## config.mk

```make
export PLATFORM = sky130hd
export DESIGN_NAME = register_serializer
export DESIGN_NICKNAME = d
export VERILOG_FILES = /design/src/rtl/register_serializer.sv
export SDC_FILE = /design/constraint.sdc
export NUM_CORES = 1
export LEC_CHECK = 0
export BUFFER_PORTS_ARGS = -buffer_cell sky130_fd_sc_hd__buf_2
export CAP_MARGIN = 20
export CORE_AREA = 2 2 43 60
export DETAILED_ROUTE_END_ITERATION = 7
export DIE_AREA = 0 0 45 62
export PLACE_DENSITY = 0.73
export SLEW_MARGIN = 20
export SYNTH_ARGS = -nofsm -noshare
export SYNTH_HDL_FRONTEND = slang
export SYNTH_SLANG_ARGS = --single-unit
export TNS_END_PERCENT = 100
```

## constraint.sdc

```tcl
create_clock -name clk -period 1.8 [get_ports clk]
set_clock_uncertainty 0.15 [all_clocks]
set_input_delay 0.36 -clock clk [delete_from_list [all_inputs] [get_ports clk]]
set_output_delay 0.36 -clock clk [all_outputs]
set_load 0.05 [all_outputs]
```

## src/rtl/register_serializer.sv

```systemverilog
// register_serializer: parallel-in, serial-out transmitter.
// Captures an N-bit word on load while idle, then shifts it out MSB-first,
// one bit per accepted valid/ready handshake. A one-cycle done pulse marks
// the cycle after the final bit is consumed.
// Optional feature macro: REGISTER_SERIALIZER_PARITY_EN appends an even
// parity bit (XOR of the captured word) after the N data bits.
module register_serializer #(
    parameter int N = 16
) (
    input  logic                     clk,
    input  logic                     clear_n,
    input  logic                     load,
    input  logic [N-1:0]             data,
    input  logic                     sout_ready,
    output logic                     sout,
    output logic                     sout_valid,
    output logic                     busy,
    output logic                     done,
    output logic [$clog2(N+2)-1:0]   bits_left
);

    localparam int BW = $clog2(N+2);
`ifdef REGISTER_SERIALIZER_PARITY_EN
    localparam int L = N + 1;
`else
    localparam int L = N;
`endif
    localparam logic [BW-1:0] L_CNT = BW'(L);
    localparam logic [BW-1:0] ONE   = BW'(1);

    typedef enum logic {
        IDLE  = 1'b0,
        SHIFT = 1'b1
    } state_t;

    state_t          state;
    // Bits still waiting behind the one currently on sout, MSB next.
    logic [L-2:0]    shreg;
    logic [L-1:0]    load_word;

    // Full frame to transmit: data word, optionally followed by its parity.
    always_comb begin
`ifdef REGISTER_SERIALIZER_PARITY_EN
        load_word = {data, ^data};
`else
        load_word = data;
`endif
    end

    // Control FSM with registered outputs; the MSB of the frame goes straight
    // to sout on capture so the first bit is valid the cycle after load.
    always_ff @(posedge clk) begin
        if (!clear_n) begin
            state      <= IDLE;
            shreg      <= '0;
            sout       <= 1'b0;
            sout_valid <= 1'b0;
            busy       <= 1'b0;
            done       <= 1'b0;
            bits_left  <= '0;
        end else begin
            done <= 1'b0;
            case (state)
                IDLE: begin
                    if (load) begin
                        state      <= SHIFT;
                        sout       <= load_word[L-1];
                        shreg      <= load_word[L-2:0];
                        sout_valid <= 1'b1;
                        busy       <= 1'b1;
                        bits_left  <= L_CNT;
                    end
                end
                SHIFT: begin
                    if (sout_ready) begin
                        if (bits_left == ONE) begin
                            // Final bit consumed: return to idle and pulse done.
                            state      <= IDLE;
                            shreg      <= '0;
                            sout       <= 1'b0;
                            sout_valid <= 1'b0;
                            busy       <= 1'b0;
                            done       <= 1'b1;
                            bits_left  <= '0;
                        end else begin
                            sout      <= shreg[L-2];
                            shreg     <= shreg << 1;
                            bits_left <= bits_left - ONE;
                        end
                    end
                end
                default: begin
                    state <= IDLE;
                end
            endcase
        end
    end

endmodule
```

Word-level counts from Yosys, hierarchy flattened. Cells that the tools add are included.

Reduce and logical (&&, ||, !) cells: 3. Eq/ne operators: 4. Bitwise logic cells: 1. Mux-type cells: 21. $add $sub $neg: 1.

Operators by type and width (number): $mux W15 (3); $pmux W15 S2 (1); $mux W5 (3); $mux W1 (10); $pmux W5 S2 (1); $pmux W1 S2 (3); $reduce_and A3 Y1 (2); $eq A5 B1 Y1 const B (1); $sub A5 B1 Y5 const B (1); $ne A2 B2 Y1 const B (2); $ne A2 B1 Y1 const B (1); $reduce_and A2 Y1 (1); $not A1 Y1 (1).

Word-level logic and storage cells: 36. Register bits after elaboration: 24.

Logic depth before layout (Yosys ltp). Gate-level depths: netlist (run 1).

Depth after elaboration: 4. Depth in mapped cells: 6. Gate-level depth less buffers: 5.

Worst setup path before layout (run 1). Ideal clock, no wire load.

Kind: register -> register. Start point: register bits_left[0]. End point: register state. Path slack: -218 ps. Required time: 1531 ps. Stages on the path, launching flop included: 5. Data arrival time: 1750 ps. Path buffers: 1. Path through: dfxtp_1 ha_1 or4b_4 buf_6 o221a_1.

Longest elaborated chain between the ends: 4.

RTL lines: start: declaration (RTL line 19) `output logic [$clog2(N+2)-1:0] bits_left`; start signal: assignment (RTL line 88) `bits_left <= bits_left - ONE;`; $eq A5 B1 Y1 (RTL line 76) `if (bits_left == ONE) begin`; $mux W1 (RTL line 76); $mux W1 (RTL line 75) `if (sout_ready) begin`; $pmux W1 S2 (RTL line 63) `case (state)`; end signal: assignment (RTL line 66) `state <= SHIFT;`; end signal: assignment (RTL line 78) `state <= IDLE;`; end signal: assignment (RTL line 93) `state <= IDLE;`; end: declaration (RTL line 36) `state_t state;`.

No other way between the ends. A chain may end at the register's enable or synchronous reset.

Worst setup path after layout (run 1).
Start point: register bits_left[1]. End point: register busy.

Longest elaborated chain between the ends: 3.

RTL lines: $eq A5 B1 Y1 (RTL line 76); $ne A2 B1 Y1 (no source line); $reduce_and A3 Y1 (no source line); end signal: assignment (RTL line 58) `busy <= 1'b0;`; end signal: assignment (RTL line 70) `busy <= 1'b1;`; end signal: assignment (RTL line 82) `busy <= 1'b0;`; end: declaration (RTL line 17) `output logic busy,`.

No other way between the ends.

==> summary.txt, run 1 <==
Finish
  • Fin util: 54.9%
  • Final nets: 172
  • Commonest non-fill, non-tap cell in the layout: buf_2
  • Layout cells sized above 1: 28.2%
  • Syn-to-layout area delta: 18.6%
  • Post-Layout Cell Count: 172
  • Most frequent cells in the layout: buf_2 (28), dfxtp_1 (22), a21oi_1 (18)
  • N_diodes: 0

Synth
  • Post-Syn Instances: 122
  • Yosys synthesis warning count: 0
  • Syn_nets: 144
  • Post-Syn Area: 1070 um^2
  • Flop and latch count out of synthesis: 24
  • Netlist cell types: 31
  • Syn avg cell area: 8.77 um^2
  • Sequential area share after synthesis: 44.9%

Timing
  • RSZ-0062 raised after global routing: false
  • FMAX: 595 MHz
  • Tcrit/Tclk final: 93.3%
  • Setup TNS: 0 ns
  • Final Hold Viols: 0
  • Max-slew headroom: 70.9%
  • Worst hold slack: 0.145 ns
  • Tightest Pin Transition: 0.437 ns
  • Fin. max-slew vios: 0
  • Final worst slack: 0.120 ns
  • Post-layout minimum cycle time: 1.68 ns
  • Final setup viols: 0

Floorplanning
  • Die area: 2790 um^2
  • Ports: 29
  • Core ar.: 2310 um^2
  • Die H: 62 um
  • Starting Density: 46.3%
  • Row Count: 21
  • Die width: 45 um

Detailed routing
  • Final ANT Viol Nets: 0
  • DR vias/cell: 5.97
  • DR iter-0 viols: 24
  • Routed WL: 2300 um
  • DR DRC count: 0
  • Avg WL per Cell: 13.3 um
  • Pre-antenna DRT Iters: 4
  • Routed vias: 1026

Clock network
  • Clock Tree Buf Depth: 2
  • CTS clk-pin slew, worst paths: 0.12 ns
  • Post-CTS Setup Bufs: 0
  • CTS tree: yes
  • Root buffer cell: clkbuf_4
  • # clock sinks: 24
  • Num CTS Buffers: 3
  • H-tree Lvls: 1
  • CTS Hold Bufs: 0
  • Worst-Skew Late Latency: 0.33 ns

Worst hold path
  • Hold_sp: data[0]
  • Type of the tightest min-delay check: in2reg
  • Hold path cells: 3
  • Worst Hold End: shreg[0]

Outcome
  • Status: finished clean

Place
  • Routability Congestion: 0.710
  • Dpl cells: 168
  • Dpl ws: 0.119 ns
  • IO buf count: 28
  • DP HPWL: 1640 um

Global routing
  • Initial antenna violation count: 0
  • Vias in the first global route: 874
  • Global route overflow: 0
  • All-Layer GR Usage: 18.6%
  • First-pass GRT wire length: 3770 um
  • Largest net degree at the start of global routing: 21

Worst setup path
  • CP endpoint kind: flop
  • Worst R2R End: busy
  • Reg2reg start: bits_left[1]
  • Startpoint Class: flop
  • CP max stage delay: 0.59 ns
  • R2r setup slk: 0.12 ns
  • Crit path DAT: 1.74 ns
  • Number of cells on the worst reg-to-reg path: 5
  • Critical path class: reg2reg
  • CP max stage cell: or4b_4
  • Worst EP required: 1.86 ns
  • Max FO, Critical Path: 20
  • Worst path cell trace: inv_1 > ha_1 > or4b_4 > o21ai_1 > a21oi_1

Power and ir drop
  • Leakage power: 0.500 nW
  • PwrDens: 946 nW/um^2
  • Peak VDD IR: 0.000642 V

Flow run
  • Max-Cap Viols: 0
-- flip-flops by register name, summed over array words and instances (netlist names) --
signal and count:
bits_left 5, busy 1, done 1, shreg 15
sout 1, state 1
-- worst max path at each step --
stage          cells after the start         start  slack, ns    end
3_5_place_dp                       4         state       0.12   sout
5_1_grt                            5  bits_left[1]       0.04   busy
2_1_floorplan                      4  bits_left[0]     0.0006  state
3_3_place_gp                       4  bits_left[1]       0.16  state
6_report                           5  bits_left[1]       0.12   busy
4_1_cts                            4         state       0.06   sout
-- cell usage after synthesis --
cell type / instances / area share, %
o311ai_0: 1 / 0.82
clkbuf_1: 4 / 1.4
nand2_1: 3 / 1.1
a21oi_1: 18 / 8.4
o21ai_0: 13 / 6.1
nor4_1: 1 / 0.59
nand3_1: 17 / 8.0
mux2_2: 1 / 1.1
nand2b_1: 2 / 1.2
buf_6: 1 / 1.1
or4b_4: 1 / 1.3
dfxtp_1: 24 / 45
and2b_2: 1 / 0.82
o221a_1: 1 / 1.1
nand4_1: 1 / 0.59
mux2i_1: 2 / 1.9
or4b_1: 1 / 0.94
clkinv_1: 1 / 0.35
clkbuf_8: 1 / 1.3
a31oi_1: 2 / 1.2
inv_1: 2 / 0.70
nor2b_1: 2 / 1.2
buf_4: 1 / 0.70
nor2_1: 3 / 1.1
ha_1: 2 / 2.3
nor3_1: 1 / 0.47
o31ai_1: 1 / 0.70
o21ai_1: 1 / 0.47
and2_1: 1 / 0.59
a22oi_1: 10 / 7.0
buf_2: 2 / 0.94
-- per-stage QoR --
step           instance area [um^2]  total power [W]
2_1_floorplan                  1070         0.000755
3_3_place_gp                   1210         0.000810
3_5_place_dp                   1210         0.000816
4_1_cts                        1270          0.00121
5_1_grt                        1270          0.00125
6_report                       1270          0.00120
-- worst max-delay path, delay by kind of cell (launching register included) --
kind / cells / cell delay (ns)
AO/OA/AOI/OAI: 2 / 0.26
adder cells (fa/ha/maj): 1 / 0.14
buffers and inverters: 1 / 0.07
flip-flops: 1 / 0.36
AND/OR/NAND/NOR: 1 / 0.59
-- repair_timing --
item / CTS / global route
gates resized for setup: 0 / 1
hold endpoints to repair: 0 / 0
setup endpoints to repair: 0 / 8
-- layer usage --
metal | vias up | GRT usage (%) | routed length [um]
li1 | 503 | - | -
met1 | 487 | 21.6 | 1010
met2 | 29 | 31.0 | 1110
met3 | 7 | 3.76 | 113
met4 | 0 | 11.3 | 62
met5 | - | 0 | 0
-- cells by family after synthesis --
family	Yosys count	synth area share [%]
compound gates	47	25.7
fa+ha+maj	2	2.34
buf+inv	12	6.43
flops	24	44.9
mux	3	2.92
simple gates	34	17.7
-- report_power, final --
group	switching (W)	internal [W]	leakage, nW	total (W)
logic	0.000130	0.0000798	0.274	0.000209
clock network	0.000170	0.000225	0.0279	0.000395
registers	0.0000269	0.000569	0.199	0.000596
total	0.000326	0.000874	0.500	0.00120
-- layout make-up --
class	count	area [um^2]
Multi-Input combinational cell	86	523
Clock inverter	1	30.0
Sequential cell	24	483
Clock buffer	3	22.5
Tap cell	23	28.8
Fill cell	233	1040
Inverter	3	11.3
Timing Repair Buffer	32	170
(Power assumes the default switching activity.)
==> run 2: changes to the inputs <==
--- a/config.mk
+++ b/config.mk
@@ -6,11 +6,11 @@
 export NUM_CORES = 1
 export LEC_CHECK = 0
 export BUFFER_PORTS_ARGS = -buffer_cell sky130_fd_sc_hd__buf_2
-export CAP_MARGIN = 20
-export CORE_AREA = 2 2 43 60
+export CAP_MARGIN = 25
+export CORE_AREA = 2 2 45 63
 export DETAILED_ROUTE_END_ITERATION = 7
-export DIE_AREA = 0 0 45 62
-export PLACE_DENSITY = 0.73
+export DIE_AREA = 0 0 47 65
+export PLACE_DENSITY = 0.67
 export SLEW_MARGIN = 20
 export SYNTH_ARGS = -nofsm -noshare
 export SYNTH_HDL_FRONTEND = slang
==> summary.txt, run 2 (synthesis results as in run 1) <==
Outcome
  • Status: finished clean (unchanged)

Detailed routing
  • DR iter-0 viols: 32 (was 24)
  • Routed vias: 996 (was 1026)
  • Pre-antenna DRT Iters: 4 (unchanged)
  • DR vias/cell: 5.41 (was 5.97)
  • Routed WL: 2370 um (was 2300 um)
  • Avg WL per Cell: 12.9 um (was 13.3 um)
  • DR DRC count: 0 (unchanged)
  • Final ANT Viol Nets: 0 (unchanged)

Worst setup path
  • Startpoint Class: flop (unchanged)
  • CP max stage delay: 0.59 ns (about the same)
  • CP max stage cell: or4b_4 (unchanged)
  • CP endpoint kind: flop (unchanged)
  • CP bufs+invs: 1 (unchanged)
  • Crit path DAT: 1.74 ns (about the same)
  • Cell family with most CP delay: simple AND/OR/NAND/NOR gates (unchanged)
  • Worst EP required: 1.86 ns (about the same)
  • Max FO, Critical Path: 20 (unchanged)
  • Critical path class: reg2reg (unchanged)
  • Worst path cell trace: inv_1 > ha_1 > or4b_4 > o21ai_1 > a21oi_1 (unchanged)

Finish
  • Most frequent cells in the layout: buf_2 (28), dfxtp_1 (22), a21oi_1 (18) (unchanged)
  • Layout cells sized above 1: 27.0% (was 28.2%)
  • Fin util: 49.7% (was 54.9%)
  • Max reg flops: 15 (unchanged)
  • Biggest register: shreg (unchanged)
  • Final instance area: 1260 um^2 (was 1270 um^2)
  • Syn-to-layout area delta: 17.7% (was 18.6%)
  • N_diodes: 0 (unchanged)
  • Largest registers: shreg: 15 flops, bits_left: 5 flops (unchanged)
  • Final nets: 171 (was 172)
  • Commonest non-fill, non-tap cell in the layout: buf_2 (unchanged)

Clock network
  • CTS tree: yes (unchanged)
  • # clock sinks: 24 (unchanged)
  • Post-cts repair resize count: 0 (unchanged)
  • Worst-Skew Late Latency: 0.31 ns (was 0.33 ns)
  • Num CTS Buffers: 3 (unchanged)
  • CTS clk-pin slew, worst paths: 0.12 ns (about the same)
  • Post-CTS Setup Bufs: 0 (unchanged)
  • H-tree Lvls: 1 (unchanged)
  • Clock Tree Buf Depth: 2 (unchanged)
  • Root buffer cell: clkbuf_4 (unchanged)
  • CTS Hold Bufs: 0 (unchanged)

Place
  • DP HPWL: 1650 um (was 1640 um)
  • IO buf count: 28 (unchanged)
  • Cell Area, Placed: 1220 um^2 (was 1210 um^2)
  • Routability Congestion: 0.774 (was 0.710)

Global routing
  • First-pass GRT wire length: 3920 um (was 3770 um)
  • All-Layer GR Usage: 17.4% (was 18.6%)
  • Initial antenna violation count: 0 (unchanged)
  • Largest net degree at the start of global routing: 21 (unchanged)
  • Vias in the first global route: 902 (was 874)
  • Global route overflow: 0 (unchanged)

Timing
  • RSZ-0062 raised after global routing: false (unchanged)
  • Max-slew headroom: 56.7% (was 70.9%)
  • Tightest Pin Transition: 0.648 ns (was 0.437 ns)
  • Tcrit/Tclk final: 93.6% (was 93.3%)
  • Final Hold Viols: 0 (unchanged)
  • FMAX: 594 MHz (was 595 MHz)
  • Setup TNS: 0 ns (unchanged)
  • Final setup viols: 0 (unchanged)
  • Post-layout minimum cycle time: 1.68 ns (about the same)
  • Fin. max-slew vios: 0 (unchanged)
  • Worst hold slack: 0.146 ns (was 0.145 ns)

Power and ir drop
  • Clock share of power: 26.0% (was 32.9%)
  • Psw: 0.000317 W (was 0.000326 W)
  • Int Power: 0.000770 W (was 0.000874 W)
  • Peak VDD IR: 0.000469 V (was 0.000642 V)
  • Seq pwr share: 55.0% (was 49.6%)
  • PwrDens: 864 nW/um^2 (was 946 nW/um^2)
  • Gate power share: 19.0% (was 17.4%)
  • Leakage power: 0.487 nW (was 0.500 nW)
  • Net Sw Frac: 29.2% (was 27.2%)

Floorplanning
  • Row Count: 22 (was 21)
  • Core ar.: 2530 um^2 (was 2310 um^2)
  • Starting Density: 42.2% (was 46.3%)
  • Die width: 47 um (was 45 um)
  • Die area: 3060 um^2 (was 2790 um^2)
  • Ports: 29 (unchanged)
  • Die H: 65 um (was 62 um)

Worst hold path
  • Type of the tightest min-delay check: in2reg (unchanged)

Flow run
  • Max-Cap Viols: 0 (unchanged)
run 2: cell type report:
| type | instances | area [um^2] |
|---|---|---|
| clock buffers | 4 | 36.3 |
| fillers | 275 | 1270 |
| inverters | 3 | 11.3 |
| multi-input cells | 86 | 520 |
| flip-flops and latches | 24 | 483 |
| well taps | 36 | 45.0 |
| repair buffers | 31 | 163 |
run 2: tightest hold or removal path: stages:
cell     delay [ns]
buf_2          0.08
a22oi_1        0.07
nor2_1         0.08
run 2: power by group through the flow:
stage	Combinational [W]	Clock, W	Sequential [W]
after floorplan	0.000119	0	0.000636
after global placement	0.000202	0	0.000605
after detailed placement	0.000207	0	0.000608
after CTS	0.000208	0.000298	0.000597
after global routing	0.000229	0.000316	0.000602
final	0.000207	0.000283	0.000597
run 2: worst paths after layout:
| check | start | to | slack (ns) | cells past startpoint |
|---|---|---|---|---|
| setup / recovery | bits_left[1] | busy | 0.12 | 5 |
| hold / removal | data[0] | shreg[0] | 0.15 | 3 |
| setup reg to reg | bits_left[1] | busy | 0.12 | 5 |
| hold reg to reg | shreg[10] | shreg[11] | 0.33 | 2 |
run 2: through the flow:
step | power [W] | instances | worst slack, ns
2_1_floorplan | 0.000755 | 122 | 0.000618
3_3_place_gp | 0.000807 | 180 | 0.163
3_5_place_dp | 0.000814 | 180 | 0.125
4_1_cts | 0.00110 | 184 | 0.107
5_1_grt | 0.00115 | 184 | 0.00213
6_report | 0.00109 | 184 | 0.116
run 2: routing by layer:
layer / GRT usage [%] / wire length, um / part of all wire [%] / up-vias
met5: 0 / 0 / 0 / -
met4: 8.33 / 45 / 1.9 / 0
met3: 2.79 / 102 / 4.3 / 5
met2: 27.9 / 1090 / 46 / 27
met1: 21.8 / 1140 / 48 / 460
li1: - / - / - / 504
==> run 3: changes to the inputs <==
==> constraint.sdc (replaced) <==
create_clock -name clk -period 1.9 [get_ports clk]
set_clock_uncertainty 0.15 [all_clocks]
set_input_delay 0.38 -clock clk [delete_from_list [all_inputs] [get_ports clk]]
set_output_delay 0.38 -clock clk [all_outputs]
set_load 0.05 [all_outputs]
==> summary.txt, run 3 (synthesis results as in run 1) <==
Worst setup path
  • Setup crit end: state (was busy)
  • Reg2reg start: bits_left[1] (unchanged)
  • Crit path from: bits_left[1] (unchanged)
  • Number of cells on the worst reg-to-reg path: 4 (was 5)
  • CP max stage delay: 0.59 ns (about the same)
  • CP max stage cell: or4b_4 (unchanged)
  • Crit path DAT: 1.76 ns (was 1.74 ns)
  • Max FO, Critical Path: 20 (unchanged)
  • Startpoint Class: flop (unchanged)
  • Worst R2R End: state (was busy)
  • CP endpoint kind: flop (unchanged)
  • Worst EP required: 1.97 ns (was 1.86 ns)
  • R2r setup slk: 0.20 ns (was 0.12 ns)
  • Critical path class: reg2reg (unchanged)
  • Worst path cell trace: inv_1 > ha_1 > or4b_4 > o221a_1 (was inv_1 > ha_1 > or4b_4 > o21ai_1 > a21oi_1)

Finish
  • Post-Layout Cell Count: 183 (was 184)
  • Layout cells sized above 1: 25.9% (was 27.0%)
  • Max reg flops: 15 (unchanged)
  • Largest registers: shreg: 15 flops, bits_left: 5 flops (unchanged)
  • Biggest register: shreg (unchanged)
  • Most frequent cells in the layout: buf_2 (28), dfxtp_1 (23), a21oi_1 (18) (was buf_2 (28), dfxtp_1 (22), a21oi_1 (18))
  • Final nets: 170 (was 171)
  • Syn-to-layout area delta: 16.8% (was 17.7%)
  • N_diodes: 0 (unchanged)
  • Commonest non-fill, non-tap cell in the layout: buf_2 (unchanged)

Worst hold path
  • Type of the tightest min-delay check: in2reg (unchanged)

Outcome
  • Status: finished clean (unchanged)

Floorplanning
  • Core ar.: 2530 um^2 (unchanged)
  • Ports: 29 (unchanged)
  • Die width: 47 um (unchanged)
  • Row Count: 22 (unchanged)
  • Die H: 65 um (unchanged)
  • Die area: 3060 um^2 (unchanged)
  • Starting Density: 42.2% (unchanged)

Timing
  • Final Hold Viols: 0 (unchanged)
  • Tcrit/Tclk final: 89.2% (was 93.6%)
  • Setup TNS: 0 ns (unchanged)
  • Worst hold slack: 0.166 ns (was 0.146 ns)
  • FMAX: 590 MHz (was 594 MHz)
  • Final setup viols: 0 (unchanged)
  • Tightest Pin Transition: 0.688 ns (was 0.648 ns)
  • RSZ-0062 raised after global routing: false (unchanged)
  • Fin. max-slew vios: 0 (unchanged)
  • Max-slew headroom: 54.0% (was 56.7%)
  • Post-layout minimum cycle time: 1.70 ns (was 1.68 ns)

Clock network
  • # clock sinks: 24 (unchanged)
  • Post-cts repair resize count: 0 (unchanged)
  • Post-CTS Setup Bufs: 0 (unchanged)
  • Clock Tree Buf Depth: 2 (unchanged)
  • CTS tree: yes (unchanged)
  • CTS Hold Bufs: 0 (unchanged)
  • Num CTS Buffers: 3 (unchanged)
  • H-tree Lvls: 1 (unchanged)
  • CTS clk-pin slew, worst paths: 0.13 ns (was 0.12 ns)
  • Worst-Skew Late Latency: 0.31 ns (about the same)
  • Root buffer cell: clkbuf_4 (unchanged)

Global routing
  • Largest net degree at the start of global routing: 21 (unchanged)
  • All-Layer GR Usage: 16.5% (was 17.4%)
  • Vias in the first global route: 852 (was 902)
  • First-pass GRT wire length: 3750 um (was 3920 um)
  • Initial antenna violation count: 0 (unchanged)
  • Global route overflow: 0 (unchanged)

Power and ir drop
  • PnR Total Power: 0.00102 W (was 0.00109 W)
  • Leakage power: 0.482 nW (was 0.487 nW)
  • Gate power share: 18.9% (was 19.0%)
  • Psw: 0.000296 W (was 0.000317 W)
  • Net Sw Frac: 28.9% (was 29.2%)
  • Peak VDD IR: 0.000400 V (was 0.000469 V)
  • Seq pwr share: 55.1% (was 55.0%)
  • Clock share of power: 25.9% (was 26.0%)
  • Int Power: 0.000727 W (was 0.000770 W)
  • PwrDens: 818 nW/um^2 (was 864 nW/um^2)

Place
  • DP HPWL: 1580 um (was 1650 um)
  • IO buf count: 28 (unchanged)
  • Routability Congestion: 0.775 (was 0.774)
  • Dpl cells: 179 (was 180)

Detailed routing
  • Routed WL: 2280 um (was 2370 um)
  • Final ANT Viol Nets: 0 (unchanged)
  • DR vias/cell: 5.37 (was 5.41)
  • Routed vias: 983 (was 996)
  • DR iter-0 viols: 16 (was 32)
  • Pre-antenna DRT Iters: 6 (was 4)
  • DR DRC count: 0 (unchanged)
  • Avg WL per Cell: 12.4 um (was 12.9 um)

Flow run
  • Max-Cap Viols: 0 (unchanged)
==> run 3: cell count changes in the layout (fill, tap and decap cells not counted) <==
cell,change
buf_4,-1
dfxtp_2,-1
dfxtp_1,+1
==> run 3: power by group through the flow <==
stage	combinational [W]	sequential, W	clock (W)
final	0.000194	0.000564	0.000265
after global routing	0.000214	0.000569	0.000302
after CTS	0.000195	0.000564	0.000276
after detailed placement	0.000194	0.000575	0
after global placement	0.000190	0.000573	0
after floorplan	0.000113	0.000603	0
==> run 3: how the worst min path moves through the flow <==
stage / startpoint / to / slack, ns / cells past startpoint
3_3_place_gp: shreg[13] / shreg[14] / 0.30 / 2
5_1_grt: clear_n / shreg[11] / 0.20 / 3
6_report: data[0] / shreg[0] / 0.17 / 3
2_1_floorplan: shreg[9] / shreg[10] / 0.29 / 2
3_5_place_dp: shreg[13] / shreg[14] / 0.30 / 2
4_1_cts: data[0] / shreg[0] / 0.16 / 3
==> run 3: critical path: cells and delay by family (launching register included) <==
family | cells | cell delay, ns
simple gates | 1 | 0.59
flops | 1 | 0.37
compound gates | 1 | 0.26
fa+ha+maj | 1 | 0.15
buf+inv | 1 | 0.08
==> run 3: layout make-up <==
cell class / count / area [um^2]
fill: 270 / 1280
multi-input combinational: 86 / 520
sequential: 24 / 482
timing repair buffer: 30 / 155
tap: 36 / 45.0
clock buffer: 4 / 36.3
inverter: 3 / 11.3
==> run 3: layer usage <==
metal  GRT usage, %  share of wire [%]
met5              0                  0
met3           2.51                4.6
met1           21.6                 48
met2           25.7                 47
met4           7.29               0.79
==> run 3: stage by stage <==
| step | worst slack, ns | utilization, % | area (um^2) |
|---|---|---|---|
| 2_1_floorplan | 0.0475 | - | 1070 |
| 3_3_place_gp | 0.256 | 47.9 | 1210 |
| 3_5_place_dp | 0.210 | 47.9 | 1210 |
| 4_1_cts | 0.192 | 49.4 | 1250 |
| 5_1_grt | 0.119 | 49.4 | 1250 |
| 6_report | 0.205 | 49.4 | 1250 |
